### config.mk
export PLATFORM = sky130hd
export DESIGN_NAME = me_sad_min_search
export DESIGN_NICKNAME = d
export VERILOG_FILES = /design/src/rtl/me_pkg.sv /design/src/rtl/me_absdiff8.sv /design/src/rtl/me_sad_min_search.sv
export SDC_FILE = /design/constraint.sdc
export NUM_CORES = 1
export LEC_CHECK = 0
export ABC_CLOCK_PERIOD_IN_PS = 24800
export BUFFER_PORTS_ARGS = -buffer_cell sky130_fd_sc_hd__buf_4
export CAP_MARGIN = 20
export CORE_MARGIN = 10
export CORE_UTILIZATION = 67
export CTS_CLUSTER_DIAMETER = 100
export CTS_CLUSTER_SIZE = 30
export DETAILED_ROUTE_END_ITERATION = 7
export PLACE_DENSITY = 0.87
export SETUP_SLACK_MARGIN = 0.1
export SYNTH_ARGS = -nofsm -noshare
export SYNTH_HDL_FRONTEND = slang
export SYNTH_SLANG_ARGS = --single-unit
### constraint.sdc
create_clock -name clk -period 24.8 [get_ports clk]
set_input_delay 4.96 -clock clk [delete_from_list [all_inputs] [get_ports clk]]
set_output_delay 4.96 -clock clk [all_outputs]
set_load 0.005 [all_outputs]
### src/rtl/me_pkg.sv
// Shared motion-estimation constants and the SAD-stage state encoding.
// Latency: n/a (package only).
// Backpressure: n/a (package only).
package me_pkg;

  localparam int BLK_PIX   = 256;
  localparam int NUM_CAND  = 32;
  localparam int ALIGN_DLY = 16;
  localparam int SAD_W     = 16;
  localparam int IDX_W     = 5;

  // Candidate index is {pair, lane}, so the pair counter is one bit narrower.
  localparam int PAIR_W = IDX_W - 1;
  // One counter serves both the align delay and the pixel position.
  localparam int CNT_W  = $clog2((BLK_PIX > ALIGN_DLY) ? BLK_PIX : ALIGN_DLY);

  localparam logic [2:0] ST_IDLE_ENC  = 3'd0;
  localparam logic [2:0] ST_ALIGN_ENC = 3'd1;
  localparam logic [2:0] ST_ACCUM_ENC = 3'd2;
  localparam logic [2:0] ST_FLUSH_ENC = 3'd3;
  localparam logic [2:0] ST_DONE_ENC  = 3'd4;

  typedef enum logic [2:0] {
    ST_IDLE  = ST_IDLE_ENC,
    ST_ALIGN = ST_ALIGN_ENC,
    ST_ACCUM = ST_ACCUM_ENC,
    ST_FLUSH = ST_FLUSH_ENC,
    ST_DONE  = ST_DONE_ENC
  } sad_state_e;

endpackage

### src/rtl/me_absdiff8.sv
// Unsigned 8-bit absolute difference |a-b|; optional output register (SAD_PIPE_EN).
// Latency: 0 cycles by default, 1 cycle with SAD_PIPE_EN.
// Backpressure: none; result is produced every cycle.
module me_absdiff8 (
`ifdef SAD_PIPE_EN
  input  logic       clk,
  input  logic       reset,
`endif
  input  logic [7:0] a_i,
  input  logic [7:0] b_i,
  output logic [7:0] y_o
);

  logic [7:0] diff;

  assign diff = (a_i >= b_i) ? (a_i - b_i) : (b_i - a_i);

`ifdef SAD_PIPE_EN
  logic [7:0] y_q;

  // Register the difference to cut the subtract-add path.
  always_ff @(posedge clk) begin
    if (reset) y_q <= '0;
    else       y_q <= diff;
  end

  assign y_o = y_q;
`else
  assign y_o = diff;
`endif

endmodule

### src/rtl/me_sad_min_search.sv
// Two-lane SAD accumulation with running minimum over all candidates; SAD_PIPE_EN adds an abs-diff register.
// Latency: done in cycle ALIGN_DLY+(NUM_CAND/2)*BLK_PIX+2 after start (+1 with SAD_PIPE_EN).
// Backpressure: none; pixels are consumed every ACCUM cycle, start is ignored unless idle.
module me_sad_min_search
  import me_pkg::*;
(
  input  logic             clk,
  input  logic             reset,
  input  logic             start,
  input  logic [7:0]       c,
  input  logic [7:0]       p,
  input  logic [7:0]       p_prime,
  output logic             busy,
  output logic             done,
  output logic [SAD_W-1:0] best_sad,
  output logic [IDX_W-1:0] best_idx
);

  localparam logic [CNT_W-1:0]  ALIGN_LAST = CNT_W'(ALIGN_DLY - 1);
  localparam logic [CNT_W-1:0]  PIX_LAST   = CNT_W'(BLK_PIX - 1);
  localparam logic [PAIR_W-1:0] PAIR_LAST  = PAIR_W'(NUM_CAND / 2 - 1);

  sad_state_e        state_q, state_d;
  logic [CNT_W-1:0]  pix_cnt_q, pix_cnt_d;
  logic [PAIR_W-1:0] pair_cnt_q, pair_cnt_d;
  logic [SAD_W-1:0]  acc_a_q, acc_a_d, acc_b_q, acc_b_d;
  logic [SAD_W-1:0]  best_q, best_d;
  logic [IDX_W-1:0]  best_cand_q, best_cand_d;
  logic [SAD_W-1:0]  best_sad_q, best_sad_d;
  logic [IDX_W-1:0]  best_idx_q, best_idx_d;

  logic [7:0]        diff_a, diff_b;
  logic              smp_vld, smp_last, search_go;
  logic              acc_vld, acc_last, pipe_busy;
  logic [PAIR_W-1:0] acc_pair;
  logic [SAD_W-1:0]  sum_a, sum_b, pick_sad;
  logic              pick_b;
  logic [IDX_W-1:0]  pick_idx;

  me_absdiff8 u_absdiff_a (
`ifdef SAD_PIPE_EN
    .clk   (clk),
    .reset (reset),
`endif
    .a_i   (c),
    .b_i   (p),
    .y_o   (diff_a)
  );

  me_absdiff8 u_absdiff_b (
`ifdef SAD_PIPE_EN
    .clk   (clk),
    .reset (reset),
`endif
    .a_i   (c),
    .b_i   (p_prime),
    .y_o   (diff_b)
  );

  assign search_go = (state_q == ST_IDLE) && start;
  assign smp_vld   = (state_q == ST_ACCUM);
  assign smp_last  = smp_vld && (pix_cnt_q == PIX_LAST);

`ifdef SAD_PIPE_EN
  logic              acc_vld_q, acc_last_q;
  logic [PAIR_W-1:0] acc_pair_q;

  // Delay the sample qualifiers to line up with the registered differences.
  always_ff @(posedge clk) begin
    if (reset) begin
      acc_vld_q  <= 1'b0;
      acc_last_q <= 1'b0;
      acc_pair_q <= '0;
    end else begin
      acc_vld_q  <= smp_vld;
      acc_last_q <= smp_last;
      acc_pair_q <= pair_cnt_q;
    end
  end

  assign acc_vld   = acc_vld_q;
  assign acc_last  = acc_last_q;
  assign acc_pair  = acc_pair_q;
  assign pipe_busy = acc_vld_q;
`else
  assign acc_vld   = smp_vld;
  assign acc_last  = smp_last;
  assign acc_pair  = pair_cnt_q;
  assign pipe_busy = 1'b0;
`endif

  // FSM next state plus align/pixel/pair counters.
  always_comb begin
    state_d    = state_q;
    pix_cnt_d  = pix_cnt_q;
    pair_cnt_d = pair_cnt_q;
    case (state_q)
      ST_IDLE: begin
        if (start) begin
          state_d    = ST_ALIGN;
          pix_cnt_d  = '0;
          pair_cnt_d = '0;
        end
      end
      ST_ALIGN: begin
        if (pix_cnt_q == ALIGN_LAST) begin
          pix_cnt_d = '0;
          state_d   = ST_ACCUM;
        end else begin
          pix_cnt_d = pix_cnt_q + CNT_W'(1);
        end
      end
      ST_ACCUM: begin
        if (pix_cnt_q == PIX_LAST) begin
          pix_cnt_d  = '0;
          pair_cnt_d = pair_cnt_q + PAIR_W'(1);
          if (pair_cnt_q == PAIR_LAST) state_d = ST_FLUSH;
        end else begin
          pix_cnt_d = pix_cnt_q + CNT_W'(1);
        end
      end
      // Hold here until the optional difference register has drained.
      ST_FLUSH: if (!pipe_busy) state_d = ST_DONE;
      ST_DONE:  state_d = ST_IDLE;
      default:  state_d = ST_IDLE;
    endcase
  end

  assign sum_a    = acc_a_q + {{(SAD_W-8){1'b0}}, diff_a};
  assign sum_b    = acc_b_q + {{(SAD_W-8){1'b0}}, diff_b};
  assign pick_b   = (sum_b < sum_a);          // a wins a tie
  assign pick_sad = pick_b ? sum_b : sum_a;
  assign pick_idx = {acc_pair, pick_b};

  // Accumulate both lanes; at pair end fold the winner into the running minimum.
  always_comb begin
    acc_a_d     = acc_a_q;
    acc_b_d     = acc_b_q;
    best_d      = best_q;
    best_cand_d = best_cand_q;
    best_sad_d  = best_sad_q;
    best_idx_d  = best_idx_q;
    if (search_go) begin
      acc_a_d     = '0;
      acc_b_d     = '0;
      best_d      = '1;
      best_cand_d = '0;
    end else if (acc_vld) begin
      if (acc_last) begin
        acc_a_d = '0;
        acc_b_d = '0;
        // Strict compare keeps the earliest (lowest index) candidate on ties.
        if (pick_sad < best_q) begin
          best_d      = pick_sad;
          best_cand_d = pick_idx;
        end
      end else begin
        acc_a_d = sum_a;
        acc_b_d = sum_b;
      end
    end
    if ((state_q == ST_FLUSH) && (state_d == ST_DONE)) begin
      best_sad_d = best_q;
      best_idx_d = best_cand_q;
    end
  end

  // State, counters, accumulators and result registers.
  always_ff @(posedge clk) begin
    if (reset) begin
      state_q     <= ST_IDLE;
      pix_cnt_q   <= '0;
      pair_cnt_q  <= '0;
      acc_a_q     <= '0;
      acc_b_q     <= '0;
      best_q      <= '1;
      best_cand_q <= '0;
      best_sad_q  <= '0;
      best_idx_q  <= '0;
    end else begin
      state_q     <= state_d;
      pix_cnt_q   <= pix_cnt_d;
      pair_cnt_q  <= pair_cnt_d;
      acc_a_q     <= acc_a_d;
      acc_b_q     <= acc_b_d;
      best_q      <= best_d;
      best_cand_q <= best_cand_d;
      best_sad_q  <= best_sad_d;
      best_idx_q  <= best_idx_d;
    end
  end

  assign busy     = (state_q == ST_ALIGN) || (state_q == ST_ACCUM) || (state_q == ST_FLUSH);
  assign done     = (state_q == ST_DONE);
  assign best_sad = best_sad_q;
  assign best_idx = best_idx_q;

endmodule
After elaboration in Yosys (flattened, before gate mapping)

Cells that the tools add are included.

Add/sub/neg operators: 8
$lt $le $gt $ge: 4
Eq/ne operators: 10
Multiplexer cells: 17
Reductions and logical operators: 12

Operators with widths:

| operator            | count |
|---|---|
| $mux 16             | 3 |
| $mux 8              | 5 |
| $add 16x8->16       | 2 |
| $lt 16x16->1        | 2 |
| $sub 8x8->8         | 4 |
| $pmux 8 s3          | 1 |
| $ge 8x8->1          | 2 |
| $mux 3              | 4 |
| $pmux 3 s4          | 1 |
| $add 8x1->8 const B | 1 |
| $eq 8x4->1 const B  | 1 |
| $eq 8x8->1 const B  | 1 |
| $mux 4              | 2 |
| $pmux 4 s2          | 1 |
| $eq 3x2->1 const B  | 2 |
| $eq 3x3->1 const B  | 2 |
| $reduce_and 3->1    | 2 |
| $add 4x1->4 const B | 1 |
| $eq 4x4->1 const B  | 1 |
| $eq 3x1->1 const B  | 1 |
| $logic_and 1x1->1   | 3 |
| $logic_not 3->1     | 1 |
| $reduce_bool 3->1   | 1 |
| $logic_or 1x1->1    | 2 |
| other kinds (5)     | 5 |

Flip-flop bits (word level): 89
Input bits: 27
Output and inout port bits: 23
Word-level logic and storage cells: 60

Logic depth before layout (Yosys ltp)

Gate-level depths: netlist of the first run.

Word-level depth: 7
Depth in mapped cells: 43
Depth with buffers taken out: 38

Hierarchy

From an unflattened synthesis of the first run, not the netlist that was laid out.

Cell total of the unflattened synthesis: 845
Area, all modules: 6731.5 um^2

By module, submodules not included:

| module            | instances | cells an instance | area an instance (um^2) | sequential area each (um^2) |
|---|---|---|---|---|
| me_sad_min_search | 1         | 683               | 5427.7                  | 1781.7 |
| me_absdiff8       | 2         | 81                | 651.9                   | 0.0 |

Worst setup path before layout of the first run

No wires, ideal clock.

Kind: input -> register
From: input port c[0]
To: register best_q[8]
Library setup time: 126 ps
Arrival: 11977 ps
Data required time: 24674 ps
Slack: 12696 ps
Cell stages on the path: 41
Path buffers: 4
Cells stage by stage: inv_1 -> ha_1 -> inv_1 -> fa_1 -> a21o_1 -> a211oi_1 -> o21bai_1 -> a221o_1 -> buf_1 -> a211oi_1 -> a21oi_1 -> a21oi_1 -> o21ai_0 -> xor2_1 -> ha_1 -> a211oi_1 -> o22ai_1 -> or2_2 -> [... 5 more ...] -> a21oi_1 -> a21boi_0 -> o21ai_0 -> nand2b_1 -> nor2_1 -> a31o_4 -> buf_2 -> nor3_1 -> or2_1 -> ha_1 -> o21ai_0 -> nand2b_1 -> a21oi_1 -> o21a_1 -> o41ai_1 -> o211ai_4 -> buf_12 -> mux2i_1

Word-level cells in the longest chain between the ends: 7
Elaborated cells on any way between the ends: 14
Those cells by class: add/sub (6); order compare (4); mux (3); reduce/logical (1)

Ends and longest elaborated chain:

| what                                      | line                                               | source |
|---|---|---|
| start, declared                           | me_sad_min_search.sv:10                            | `input logic [7:0] c,` |
| $sub 8x8->8 or $ge 8x8->1 (tied branches) | me_absdiff8.sv:16                                  | `assign diff = (a_i >= b_i) ? (a_i - b_i) : (b_i - a_i);` |
| $mux 8                                    | me_absdiff8.sv:16                                  |  |
| $add 16x8->16 (on tied branches)          | me_sad_min_search.sv:130, me_sad_min_search.sv:129 |  |
| $lt 16x16->1                              | me_sad_min_search.sv:131                           | `assign pick_b = (sum_b < sum_a);` |
| $mux 16 (*)                               | me_sad_min_search.sv:132                           | `assign pick_sad = pick_b ? sum_b : sum_a;` |
| via pick_sad[2]                           | me_sad_min_search.sv:36                            | `logic [SAD_W-1:0] sum_a, sum_b, pick_sad;` |
| $lt 16x16->1 (*)                          | me_sad_min_search.sv:153                           | `if (pick_sad < best_q) begin` |
| $reduce_and 3->1 (no source line) (*)     | -                                                  |  |
| end signal, assigned                      | me_sad_min_search.sv:186                           | `best_q <= best_d;` |
| end, declared                             | me_sad_min_search.sv:27                            | `logic [SAD_W-1:0] best_q, best_d;` |

The timed path passes the listed nets; every way through them passes the cells marked *.
A chain may end at the register's enable or synchronous reset.

Worst setup path after layout of the first run

From: input port c[0]
To: register best_q[5]

The elaborated chain is that of the path after synthesis.

==> impl_metrics.csv, run 1 <==
group,metric,value,unit
global_routing,groute.layer.met2.usage,36.2,%
clock_tree,numClockSinks,89,
synthesis,synth_top_area_share,25.8,%
placement,dpl_cell_area,7280,µm²
power,leakagePower,3.45,nW
synthesis,synth_edf_count,0,
global_routing,number_of_antenna_violations_at_the_first_check_in_global_routing,0,
power,max-vdd-ir-drop,0.0411,mV
final_layout,drive_gt1_share,10.2,%
routing,drt-wirelength-per-cell,15.7,µm
die,rows,37,
min_path,hold_depth,2,
clock_tree,cts.reportedPaths.clkPinSlew,0.10,ns
synthesis,share_of_flip_flops_with_an_asynchronous_set_or_reset,0,%
status,run_status,"finished, final reports clean",
synthesis,syn-mean-instance-area,7.99,µm²
global_routing,grt_pass1_vias,6014,
global_routing,global_route.usage.met3,5.18,%
final_layout,most_frequent_cells_in_the_layout,"sky130_fd_sc_hd__nand2_1 (90), sky130_fd_sc_hd__dfxtp_1 (89), sky130_fd_sc_hd__nor2_1 (87)",
clock_tree,cts_resized,0,
setup_path,setup.reg_to_reg.worst_slack,18.14,ns
clock_tree,ctsHtreeMaxLevel,3,
final_layout,design_area,7530,µm²
clock_tree,cts.root.buffer_cell,"sky130_fd_sc_hd__clkbuf_8",
timing,setup_repair_after_global_routing_missed_its_margin,"no",
setup_path,critPathSlowestCell,"sky130_fd_sc_hd__o211ai_4",
min_path,timing.hold.worst.start,"best_idx[4]",
timing,worst_clock_skew,0.0144,ns
setup_path,slowest_delay,0.74,ns
synthesis,seq_area_frac_synth,25.8,%
timing,slew_headroom,28.4,%
setup_path,timing.rr.end,"best_q[5]",
global_routing,grt_start_max_net_pins,58,
timing,report.final.setup_viol,0,
die,chipWidth,122,µm
setup_path,crit_required,25.09,ns
power,power-per-cell-area,56.1,nW/µm²
timing,fmaxAchievable,72.4,MHz
timing,finalCritPeriodShare,55.7,%
setup_path,timing.reg2reg.worst_path_depth,26,
die,core_ar,10200,µm²
setup_path,critPathMaxFanout,21,
routing,dr_vias,6248,
routing,avgViaCountPerCell,6.04,
routing,drt_first_iter_violations,539,
routing,drcViolationCount,0,
clock_tree,cts_post_setup_buffers_inserted,0,
synthesis,synthTopCellsByArea,"sky130_fd_sc_hd__dfxtp_1 (26%), sky130_fd_sc_hd__ha_1 (14%), sky130_fd_sc_hd__a21oi_1 (5.3%)",
final_layout,nets_finish,1005,
routing,antenna_left,0,
clock_tree,clk_latency,0.38,ns
timing,finalMaxSlewViolations,0,
die,floorplan.io_pins,50,
final_layout,area_growth,8.81,%
final_layout,layout_commonest_cell,"sky130_fd_sc_hd__nand2_1",
placement,buffer_ports.inserted,49,
clock_tree,ctsLongestPathBuffers,2,
timing,worst_margin_pin_slew,1.07,ns
setup_path,worstReg2RegStart,"acc_b_q[5]",
job,drv.max_cap_violation_count,0,
final_layout,fillCellCount,770,
min_path,hold_class,"reg2reg",
synthesis,synthDistinctLibCells,69,
clock_tree,cts_buffers,9,
timing,final_period_minus_worst_setup_slack,13.80,ns
synthesis,synth_top_cell_by_area,"sky130_fd_sc_hd__dfxtp_1",
synthesis,syn_inst,866,
setup_path,criticalPathCategory,"in2reg",
die,start_util,67.9,%
setup_path,end_kind,"flip-flop",
timing,timing.final.hold_violations,0,
global_routing,globalRouteTotalUtil,21.9,%
global_routing,grt_remaining_overflow,0,
synthesis,syn_nets,977,
placement,preCtsSetupSlack,10.83,ns
clock_tree,cts_hold_buffers,0,
global_routing,met1_usage,27.2,%
synthesis,yosysWarningCount,0,
synthesis,synth.cell_area,6920,µm²
final_layout,antenna_cells,0,
placement,gp_routability_congestion,1.00,
setup_path,critPathLaunchType,"primary input",
global_routing,globalRoute.busiestLayer,"met2",
die,chipHeight,122,µm
synthesis,ys_ff_latch,89,
setup_path,arrival,14.09,ns
setup_path,path_delay_family,"compound AO/OA/AOI/OAI gates",
timing,setup_slack,11.00,ns
clock_tree,tritoncts_clock_tree,"built",
synthesis,synth_flop_cell,"sky130_fd_sc_hd__dfxtp_1",
timing,setup_total_negative_slack,0,ns
global_routing,grt_pass1_wl,27.3,mm
placement,detailed_place_hpwl,12.5,mm
die,fp.dieArea,14800,µm²
routing,drtPass1Iterations,7,
setup_path,worstPathBufferInverterCount,4,
routing,finalWirelength,16.3,mm
min_path,holdPathEnd,"best_idx[4]",
==> Yosys cell counts, types with 5 or more instances <==
master and instances:
sky130_fd_sc_hd__nor2_1 87, sky130_fd_sc_hd__xor2_1 19, sky130_fd_sc_hd__ha_1 78, sky130_fd_sc_hd__a21oi_1 73
sky130_fd_sc_hd__o21ai_1 5, sky130_fd_sc_hd__nand3_1 33, sky130_fd_sc_hd__nand2_1 90, sky130_fd_sc_hd__mux2i_1 36
sky130_fd_sc_hd__nand4_1 8, sky130_fd_sc_hd__and3_1 13, sky130_fd_sc_hd__xnor2_1 26, sky130_fd_sc_hd__nand2b_1 8
sky130_fd_sc_hd__o21a_1 5, sky130_fd_sc_hd__inv_1 68, sky130_fd_sc_hd__fa_1 6, sky130_fd_sc_hd__a22oi_1 19
sky130_fd_sc_hd__and2_1 14, sky130_fd_sc_hd__a21o_1 19, sky130_fd_sc_hd__o21ai_0 29, sky130_fd_sc_hd__mux2_2 5
sky130_fd_sc_hd__dfxtp_1 89, sky130_fd_sc_hd__a31oi_1 6, sky130_fd_sc_hd__a211oi_1 12, sky130_fd_sc_hd__o211ai_1 6
sky130_fd_sc_hd__nor3_1 18, sky130_fd_sc_hd__clkbuf_1 28
==> stage by stage <==
step	std cells	util [%]	hold slack (ns)	total power [mW]
floorplan	866	-	0.432	0.278
global placement	1017	71.5	0.442	0.299
detailed placement	1017	71.5	0.449	0.306
CTS	1033	73.7	0.462	0.419
global route	1035	73.9	0.482	0.444
finish	1035	73.9	0.459	0.422
==> flip-flops by register name, summed over array words and instances, names as in the netlist <==
| register | count |
|---|---|
| pix_cnt_q | 8 |
| best_cand_q | 5 |
| acc_pair | 4 |
| best_q | 16 |
| acc_b_q | 16 |
| state_q | 3 |
| best_idx | 5 |
| acc_a_q | 16 |
| best_sad | 16 |
==> metal layers <==
layer  share of wire [%]  vias to the layer above
li1                    -                     3059
met1                  45                     2946
met2                  47                      209
met3                 5.6                       34
met4                 1.8                        0
met5                   0                        -
==> worst max-delay path by stage <==
stage,from,endpoint,slack [ns],depth (start not counted)
after detailed placement,c[0],best_q[13],10.83,40
after global routing,c[0],best_q[5],10.23,40
after CTS,c[0],best_q[5],11.13,40
after global placement,c[0],best_q[2],11.22,40
final,c[0],best_q[5],11.00,40
after floorplan,c[0],best_q[8],12.70,41
==> worst register-to-register path, delay by kind of cell (launching register included) <==
kind	cells	cell delay (ns)
and+or+nand+nor	9	1.75
buffers and inverters	1	0.30
xor gates and xnor gates	1	0.31
adders and majority gates	3	0.81
AOI/OAI and AO/OA	11	2.78
DFF	1	0.33
muxes	1	0.31
==> cell families (layout without fill, tap and decap cells) <==
family / count (synthesis) / after routing / share of synthesized area (%)
adder cells (fa/ha/maj): 84 / 84 / 15.8
AND/OR/NAND/NOR: 294 / 294 / 19.9
multiplexers: 41 / 41 / 6.02
XOR/XNOR: 46 / 46 / 5.93
flip-flops: 89 / 89 / 25.8
AO/OA/AOI/OAI: 205 / 205 / 19.7
buffers and inverters: 107 / 140 / 6.82
==> layout make-up <==
class | count | area (µm²) | share of cell area (%)
multi-input combinational | 670 | 4670 | 62.0
sequential | 89 | 1780 | 23.7
timing repair buffer | 56 | 424 | 5.63
inverter | 68 | 255 | 3.39
tap | 136 | 170 | 2.26
clock buffer | 11 | 141 | 1.88
clock inverter | 5 | 85.1 | 1.13
==> power breakdown <==
part           switching, mW  internal [mW]
Sequential          0.000477          0.143
Combinational         0.0985         0.0666
Clock                 0.0535         0.0603
Power figures use the tool's default switching activity.
==> run 2: changes to the inputs <==
--- a/config.mk
+++ b/config.mk
@@ -5,15 +5,15 @@
 export SDC_FILE = /design/constraint.sdc
 export NUM_CORES = 1
 export LEC_CHECK = 0
-export ABC_CLOCK_PERIOD_IN_PS = 24800
+export ABC_CLOCK_PERIOD_IN_PS = 13000
 export BUFFER_PORTS_ARGS = -buffer_cell sky130_fd_sc_hd__buf_4
 export CAP_MARGIN = 20
 export CORE_MARGIN = 10
-export CORE_UTILIZATION = 67
+export CORE_UTILIZATION = 62
 export CTS_CLUSTER_DIAMETER = 100
 export CTS_CLUSTER_SIZE = 30
 export DETAILED_ROUTE_END_ITERATION = 7
-export PLACE_DENSITY = 0.87
+export PLACE_DENSITY = 0.82
 export SETUP_SLACK_MARGIN = 0.1
 export SYNTH_ARGS = -nofsm -noshare
 export SYNTH_HDL_FRONTEND = slang
==> constraint.sdc (replaced) <==
create_clock -name clk -period 13 [get_ports clk]
set_input_delay 2.6 -clock clk [delete_from_list [all_inputs] [get_ports clk]]
set_output_delay 2.6 -clock clk [all_outputs]
set_load 0.005 [all_outputs]
==> impl_metrics.csv, run 2 (synthesis results as in run 1) <==
group,metric,value,unit
setup_path,criticalPathCategory,"in2reg",
global_routing,globalRouteTotalUtil,20.2,%
clock_tree,numClockSinks,89,
min_path,timing.hold.worst.start,"best_sad[8]",
power,leakagePower,3.43,nW
routing,drtPass1Iterations,5,
setup_path,end_kind,"flip-flop",
final_layout,layout_commonest_cell,"sky130_fd_sc_hd__nand2_1",
die,start_util,63.5,%
routing,drt-met1-wl,7.33,mm
placement,numPlacedInstances,1022,
global_routing,grt_pass1_vias,5804,
clock_tree,cts_hold_buffers,0,
clock_tree,cts_buffers,9,
die,fp.dieArea,15800,µm²
timing,final_period_minus_worst_setup_slack,11.48,ns
routing,finalWirelength,16.3,mm
power,cell_internal_power_dissipation,477,µW
clock_tree,cts_post_setup_buffers_inserted,0,
setup_path,crit_required,13.31,ns
routing,wl_met2,7.75,mm
die,chipHeight,126,µm
setup_path,critPathLaunchType,"primary input",
clock_tree,ctsHtreeMaxLevel,3,
routing,drt-wirelength-per-cell,15.6,µm
final_layout,area_growth,8.34,%
setup_path,timing.rr.end,"best_q[4]",
timing,fmaxAchievable,87.1,MHz
setup_path,setup.reg_to_reg.worst_slack,6.29,ns
setup_path,critPathSlowestCell,"sky130_fd_sc_hd__o211ai_4",
die,rows,38,
placement,dpl_cell_area,7290,µm²
routing,dr_vias,6097,
final_layout,fillCellCount,929,
clock_tree,cts.root.buffer_cell,"sky130_fd_sc_hd__clkbuf_8",
routing,antenna_left,0,
clock_tree,cts.reportedPaths.clkPinSlew,0.08,ns
final_layout,drive_gt1_share,10.3,%
timing,finalCritPeriodShare,88.3,%
global_routing,grt_pass1_wl,27.4,mm
timing,timing.hold.ws,0.456,ns
timing,timing.final.hold_violations,0,
job,drv.max_cap_violation_count,0,
routing,top_routing_layer_in_use,"met4",
routing,drt_first_iter_violations,469,
power,p_sw_share,38.3,%
power,max-vdd-ir-drop,0.0831,mV
final_layout,seqCellArea,1780,µm²
final_layout,layoutNonFillerInstCount,1039,
timing,setup_total_negative_slack,0,ns
timing,report.final.setup_viol,0,
power,power-per-cell-area,103,nW/µm²
setup_path,timing.reg2reg.worst_path_depth,27,
power,clockPowerShare,24.4,%
placement,gp_routability_congestion,0.955,
setup_path,critPathMaxFanout,21,
die,chipWidth,126,µm
final_layout,antenna_cells,0,
min_path,hold_depth,2,
clock_tree,cts_resized,0,
routing,drcViolationCount,0,
final_layout,nets_finish,1005,
min_path,holdPathEnd,"best_sad[8]",
clock_tree,clk_latency,0.40,ns
routing,wl_met3,905,µm
setup_path,worstReg2RegStart,"acc_a_q[0]",
placement,detailed_place_hpwl,12.9,mm
timing,slew_headroom,26.8,%
final_layout,design_area,7490,µm²
setup_path,arrival,11.78,ns
timing,worst_margin_pin_slew,1.09,ns
placement,buffer_ports.inserted,49,
setup_path,slowest_delay,0.72,ns
min_path,hold_class,"reg2reg",
routing,avgViaCountPerCell,5.87,
clock_tree,ctsLongestPathBuffers,2,
global_routing,grt_remaining_overflow,0,
final_layout,most_frequent_cells_in_the_layout,"sky130_fd_sc_hd__nand2_1 (90), sky130_fd_sc_hd__dfxtp_1 (89), sky130_fd_sc_hd__nor2_1 (87)",
clock_tree,tritoncts_clock_tree,"built",
global_routing,number_of_antenna_violations_at_the_first_check_in_global_routing,0,
final_layout,multiInputGateArea,4670,µm²
timing,finalMaxSlewViolations,0,
power,total_switching_power,295,µW
die,floorplan.io_pins,50,
global_routing,grt_start_max_net_pins,42,
die,core_ar,10900,µm²
power,power.combinational.fraction,40.1,%
status,run_status,"finished, final reports clean",
timing,worst_clock_skew,0.0156,ns
timing,setup_repair_after_global_routing_missed_its_margin,"no",
power,power.share.sequential,35.5,%
## run 2: cell types whose count changed in the layout (fill, tap and decap cells not counted)
cell                         change
sky130_fd_sc_hd__inv_8           +2
sky130_fd_sc_hd__clkinv_4        +1
sky130_fd_sc_hd__bufinv_16       -2
sky130_fd_sc_hd__clkinv_2        +1
sky130_fd_sc_hd__clkinvlp_4      +1
sky130_fd_sc_hd__inv_6           -2
sky130_fd_sc_hd__clkbuf_1        -1
## run 2: metal layers
metal  global-route usage [%]  up-vias
met5                        0        -
met4                     6.64        0
met3                     4.15       23
met2                     33.8      175
met1                     25.4     2844
li1                         -     3055
## run 2: worst max path at each step
stage | from | end | slack (ns)
final | c[0] | best_q[4] | 1.52
after global routing | c[0] | best_q[2] | 0.65
after CTS | c[0] | best_q[4] | 1.55
after detailed placement | c[0] | best_q[7] | 1.13
after global placement | c[0] | best_q[3] | 1.52
after floorplan | c[0] | best_q[8] | 3.26
## run 2: through the flow
stage / power [mW] / util, % / worst slack [ns]
detailed placement: 0.586 / 67.0 / 1.13
finish: 0.772 / 68.8 / 1.52
CTS: 0.773 / 68.7 / 1.55
floorplan: 0.531 / - / 3.26
global route: 0.824 / 68.8 / 0.650
global placement: 0.573 / 66.9 / 1.52
## run 2: cell type report
class                   count  area share [%]
flip-flops and latches     89            23.8
inverters                  68            3.41
clock buffers              10            1.84
repair buffers             56            5.66
clock inverters             6           0.684
well taps                 140            2.34
multi-input cells         670            62.3
## run 2: power by group through the flow
stage | clock [mW] | sequential, mW | combinational [mW]
2_1_floorplan | 0 | 0.280 | 0.252
3_5_place_dp | 0 | 0.280 | 0.306
6_report | 0.188 | 0.274 | 0.310
3_3_place_gp | 0 | 0.280 | 0.293
4_1_cts | 0.192 | 0.274 | 0.307
5_1_grt | 0.202 | 0.274 | 0.347
## run 2: critical path: cells and delay by family
| family | cells | cell delay, ns |
|---|---|---|
| muxes | 2 | 0.61 |
| buffers and inverters | 4 | 0.57 |
| xor gates and xnor gates | 1 | 0.21 |
| AOI/OAI and AO/OA | 18 | 4.38 |
| and+or+nand+nor | 10 | 1.99 |
| adders and majority gates | 5 | 1.41 |
